<file path="src/rtl/dmem_pkg.sv">
// dmem_pkg: shared size encodings, FSM states and byte-mask helper for the dmem access path.
package dmem_pkg;
   localparam logic [1:0] SZ_BYTE = 2'b00;
   localparam logic [1:0] SZ_HALF = 2'b01;
   localparam logic [1:0] SZ_WORD = 2'b10;
   typedef enum logic [1:0] {IDLE, BEAT0, BEAT1, DONE} state_t;
   function automatic logic [3:0] size_mask(input logic [1:0] memw);
      return memw == SZ_BYTE ? 4'h1 : memw == SZ_HALF ? 4'h3 : 4'hF;
   endfunction
endpackage

</file>
<file path="src/rtl/dmem_lane_align.sv">
// dmem_lane_align: byte-lane placement of store data/enables across two words and load extraction/extension.
module dmem_lane_align
   import dmem_pkg::*;
(
   input  logic [1:0]  off,
   input  logic [1:0]  memw,
   input  logic        uns,
   input  logic [31:0] wdata,
   input  logic [63:0] rd64,
   output logic [7:0]  be64,
   output logic [63:0] wd64,
   output logic [31:0] ld
);
   logic [31:0] raw;
   always_comb begin
      be64 = {4'b0, size_mask(memw)} << off;
      wd64 = {32'b0, wdata} << {off, 3'b000};
      raw  = 32'(rd64 >> {off, 3'b000});
      ld   = memw == SZ_BYTE ? {{24{~uns & raw[7]}}, raw[7:0]}
           : memw == SZ_HALF ? {{16{~uns & raw[15]}}, raw[15:0]} : raw;
   end
endmodule

</file>
<file path="src/rtl/dmem_access_ctrl.sv">
// dmem_access_ctrl: sequences core loads/stores onto word-wide dmem, splitting misaligned accesses.
module dmem_access_ctrl
   import dmem_pkg::*;
#(
   parameter int AW          = 32,
   parameter bit ALLOW_SPLIT = 1
) (
   input  logic          clk,
   input  logic          rst,
   input  logic          req,
   input  logic          we,
   input  logic [1:0]    memw,
   input  logic          uns,
   input  logic [AW-1:0] addr,
   input  logic [31:0]   wdata,
   output logic          busy,
   output logic          ack,
   output logic          err,
   output logic [31:0]   rdata,
   output logic          mem_req,
   output logic          mem_we,
   output logic [AW-3:0] mem_addr,
   output logic [3:0]    mem_be,
   output logic [31:0]   mem_wdata,
   input  logic [31:0]   mem_rdata,
   input  logic          mem_ready
);
   state_t state, nxt;
   logic r_we, r_uns, r_err, req_split, r_split;
   logic [1:0] r_memw;
   logic [AW-1:0] r_addr;
   logic [31:0] r_wdata, lo, hi, rdata_q, ld;
   logic [7:0] be64;
   logic [63:0] wd64;
   dmem_lane_align u_align (
      .off(r_addr[1:0]), .memw(r_memw), .uns(r_uns), .wdata(r_wdata),
      .rd64({hi, lo}), .be64(be64), .wd64(wd64), .ld(ld)
   );
   assign req_split = ({1'b0, addr[1:0]} + (memw == SZ_BYTE ? 3'd1 : memw == SZ_HALF ? 3'd2 : 3'd4)) > 3'd4;
   assign r_split   = |be64[7:4];
   always_comb begin
      nxt       = state;
      busy      = state != IDLE;
      ack       = state == DONE;
      err       = ack & r_err;
      mem_req   = state == BEAT0 || state == BEAT1;
      mem_we    = mem_req & r_we;
      mem_addr  = '0;
      mem_be    = '0;
      mem_wdata = '0;
      rdata     = (ack && !r_we && !r_err) ? ld : rdata_q;
      unique case (state)
         IDLE:  if (req) nxt = (req_split && !ALLOW_SPLIT) ? DONE : BEAT0;
         BEAT0: if (mem_ready) nxt = r_split ? BEAT1 : DONE;
         BEAT1: if (mem_ready) nxt = DONE;
         default: nxt = IDLE;
      endcase
      if (state == BEAT0) begin
         mem_addr  = r_addr[AW-1:2];
         mem_be    = be64[3:0];
         mem_wdata = wd64[31:0];
      end else if (state == BEAT1) begin
         mem_addr  = r_addr[AW-1:2] + (AW-2)'(1);
         mem_be    = be64[7:4];
         mem_wdata = wd64[63:32];
      end
   end
   always_ff @(posedge clk or posedge rst) begin
      if (rst) begin
         state   <= IDLE;
         r_we    <= 1'b0;
         r_uns   <= 1'b0;
         r_err   <= 1'b0;
         r_memw  <= '0;
         r_addr  <= '0;
         r_wdata <= '0;
         lo      <= '0;
         hi      <= '0;
         rdata_q <= '0;
      end else begin
         state <= nxt;
         if (state == IDLE && req) begin
            r_we    <= we;
            r_uns   <= uns;
            r_memw  <= memw;
            r_addr  <= addr;
            r_wdata <= wdata;
            r_err   <= req_split && !ALLOW_SPLIT;
         end
         if (state == BEAT0 && mem_ready) lo <= mem_rdata;
         if (state == BEAT1 && mem_ready) hi <= mem_rdata;
         if (ack && !r_we && !r_err) rdata_q <= ld;
      end
   end
endmodule
</file>
<file path="config.mk">
export PLATFORM = sky130hd
export DESIGN_NAME = dmem_access_ctrl
export DESIGN_NICKNAME = d
export VERILOG_FILES = /design/src/rtl/dmem_pkg.sv /design/src/rtl/dmem_lane_align.sv /design/src/rtl/dmem_access_ctrl.sv
export SDC_FILE = /design/constraint.sdc
export NUM_CORES = 1
export LEC_CHECK = 0
export ABC_AREA = 0
export BUFFER_PORTS_ARGS = -buffer_cell sky130_fd_sc_hd__buf_2
export CORE_MARGIN = 2
export CORE_UTILIZATION = 54
export CTS_CLUSTER_SIZE = 16
export DETAILED_ROUTE_END_ITERATION = 16
export PLACE_DENSITY = 0.76
export SKIP_LAST_GASP = 1
export SLEW_MARGIN = 0
export SYNTH_ARGS = -nofsm -noshare
export SYNTH_HDL_FRONTEND = slang
export SYNTH_SLANG_ARGS = --single-unit
export TNS_END_PERCENT = 20
</file>
<file path="constraint.sdc">
create_clock -name clk -period 5.1 [get_ports clk]
set_input_delay 0.255 -clock clk [delete_from_list [all_inputs] [get_ports clk]]
set_output_delay 0.255 -clock clk [all_outputs]
set_load 0.03 [all_outputs]
</file>
==> summary.txt <==
Outcome
  – Status: complete, no violations

Timing
  – Slew @ Worst Pin: 1160 ps
  – Setup tns final: 0 ps
  – Fin Clk Skew: 12.8 ps
  – Min Tclk post-route: about 3600 ps
  – Slew headroom: around 22%
  – Fmax: 0.279 GHz
  – Final Hold Viols: 0
  – Setup violators final: 0
  – RSZ-0062 raised after global routing: no
  – Slew Limit Fails: 0
  – Fin crit share: between 70 and 80%

GRT
  – Vias in the first global route: about 6.6k
  – Overflow left after global routing: 0
  – Initial antenna violation count: 4
  – Largest net degree at the start of global routing: 109
  – Global-route wire length before repair: approximately 35 mm
  – Global-route usage over all layers: a little over a quarter

Detailed routing
  – Detailed-route via count: roughly 7k
  – Starting DRT DRC Count: between 400 and 500
  – Via density: 5.76
  – # DRC: 0
  – Wire per inst: approximately 19 um
  – Pre-antenna DRT Iters: 5
  – Wirelength, routed: about 23 mm
  – Antenna-violating nets left: 0

Final layout
  – Fraction of layout cells with a size suffix above 1: ~40%
  – Fin util: 65.6%
  – Area Overhead vs Synth: 19.6%
  – Fin nets: 1087

Die
  – I/O Pins: 207
  – Die width: approximately 130 um
  – Std cell rows: between 40 and 50
  – Core box area: around 16000 sq um
  – Starting density of the core: a little over half
  – Die H: ~130 um
  – Die area: between 15000 and 20000 sq um

Placement
  – Port Buffer Count: approximately 210
  – Routability cong.: 0.917
  – DP HPWL: about 16 mm

Synth
  – Top-area cell type share of the netlist area: 45.9%
  – Syn. warnings: 0
  – Syn avg cell area: 10.7 sq um
  – Synth area leader: dfrtp_1
  – Post-synth EDFFs: 0
  – Yosys reg bits: around 160
  – Post-synth ARST share: 100%
  – Syn Nets: approximately 910
  – Top-count cell post-synth: dfrtp_1
  – Mapped Area: between 8000 and 9000 sq um
  – Post-Syn Instances: ~810
  – Register area share after synthesis: 45.9%
  – Top cells by instance count after synthesis: dfrtp_1, mux2_2, nand2_1
  – Synth Flop Type: dfrtp_1
  – Top cells by area, synth: dfrtp_1, mux2_2, mux2i_1, nand2_1, a21oi_1
  – Synth unique cells: 51

Clock network
  – CTS sink count: 158
  – Cts bufs inserted: 17
  – Post-CTS Hold Buffers: 0
  – Resized cells post-CTS: 0
  – Worst-Skew Late Latency: ~430 ps
  – CTS root buf: clkbuf_16
  – Clock slew at reported path FFs: about 70 ps
  – Post-CTS setup buffers: 0
  – Clk buf depth: 2
  – CTS tree: done
  – # H-tree levels: 4

Power and ir drop
  – Peak supply drop: ~400 uV
  – Sw frac: a little under half
  – Leakage: about 0.0048 uW
  – Sequential share of power: between 30% and 40%
  – Cell Pwr Density: around 790 nW/um^2
  – P_sw: approximately 3800 uW
  – Comb power frac: a little over half
  – Internal Dissipation: between 4000 and 5000 uW
  – Clock power frac: ~15%

Setup path
  – Critical path fanouts, max: around 100
  – Critical Path Sink Type: output port
  – Worst Path Required: just under 5000 ps
  – Crit start category: register
  – Worst endpoint data arrival time: between 3000 and 4000 ps
  – CP Class: reg -> out

Flow run
  – Max-cap viol count: 0

Min path
  – Hold Crit Class: in -> async
path summary, 6_finish.rpt:
| check | cells past startpoint | end | slack [ps] | from |
|---|---|---|---|---|
| setup reg to reg | 4 | rdata_q[26]$_DFF_PP0_ | 2260 | r_addr[0]$_DFFE_PP0P_ |
| max in group asynchronous | 3 | r_addr[0]$_DFFE_PP0P_ | 3790 | rst |
| hold / removal | 2 | lo[22]$_DFFE_PP0P_ | 40 | rst |
| hold reg to reg | 2 | rdata_q[31]$_DFF_PP0_ | 490 | rdata_q[31]$_DFF_PP0_ |
| setup / recovery | 5 | rdata[26] | 1510 | r_addr[0]$_DFFE_PP0P_ |
| min in group clk | 2 | r_wdata[4]$_DFFE_PP0P_ | 50 | wdata[4] |
sequential cells by signal, summed over array words and instances, names as in the netlist:
name and flops:
lo 32, r_addr 32, r_wdata 32, rdata_q 32, hi 24, r_memw 2
state 2, r_uns 1, r_we 1
worst max-delay path, stage by stage, from the launching register on:
cell and delay (ps):
dfrtp_4 1140, mux4_2 620, mux2i_1 130, or4_1 520
o211ai_1 240, buf_2 240
logic make-up (layout without fill, tap and decap cells):
kind of cell	count (synthesis)	in the layout	synth area share, %
XOR/XNOR	8	8	0.814
multiplexers	199	199	25.9
AO/OA/AOI/OAI	154	154	11.2
adder cells (fa/ha/maj)	5	5	0.727
buffers and inverters	67	253	3.11
other	1	6	0.0436
AND/OR/NAND/NOR	213	213	12.3
flip-flops	158	158	45.9
metrics by stage:
step / setup slack, ps / area [sq um] / instances / hold slack (ps) / power (uW)
final: 1510 / 10300 / 1212 / 39.2 / 8090
after global routing: 1330 / 10300 / 1208 / 34.6 / 8610
after floorplan: 582 / 8610 / 805 / 405 / 5690
after detailed placement: 1990 / 9740 / 1175 / 481 / 6870
after CTS: 1510 / 10300 / 1207 / 40.7 / 8100
after global placement: 2020 / 9740 / 1175 / 465 / 6770
cells in the final DEF (no fill, tap or decap), types with 6 or more instances in the layout:
master       n
a22oi_1      8
mux2_2     148
buf_2      205
xnor2_1      7
nand2b_1    11
nand4_1      6
nand3_1     16
mux2i_1     47
clkbuf_16   17
and3_1      11
o211ai_1    21
inv_1        8
o22ai_1     11
nor2_1      36
inv_6        8
or4_1        9
o21ai_0     39
nand2_1     86
dfrtp_1    156
buf_4        7
a22o_1       9
o31ai_1     10
nor2b_1      6
a21oi_1     41
power groups by stage:
stage | Combinational (uW) | Clock (uW) | Sequential, uW
after CTS | 4290 | 1220 | 2580
after detailed placement | 4270 | 0 | 2590
after global routing | 4630 | 1280 | 2690
final | 4300 | 1200 | 2590
after global placement | 4210 | 0 | 2570
after floorplan | 3450 | 0 | 2240
cell type report:
type | instances | area (sq um)
multi-input combinational | 580 | 4390
fill | 1291 | 5410
antenna | 5 | 12.5
clock buffer | 17 | 425
timing repair buffer | 212 | 1080
clock inverter | 15 | 124
inverter | 9 | 38.8
sequential | 158 | 3960
tap | 216 | 270
layer usage:
| metal | wire [um] | vias to the layer above | track usage, % |
|---|---|---|---|
| met4 | 506 | 0 | 8.48 |
| li1 | - | 3305 | - |
| met3 | 1800 | 37 | 7.46 |
| met5 | 0 | - | 0 |
| met2 | 10400 | 272 | 41.0 |
| met1 | 9860 | 3362 | 36.8 |
(Power assumes the default switching activity.)
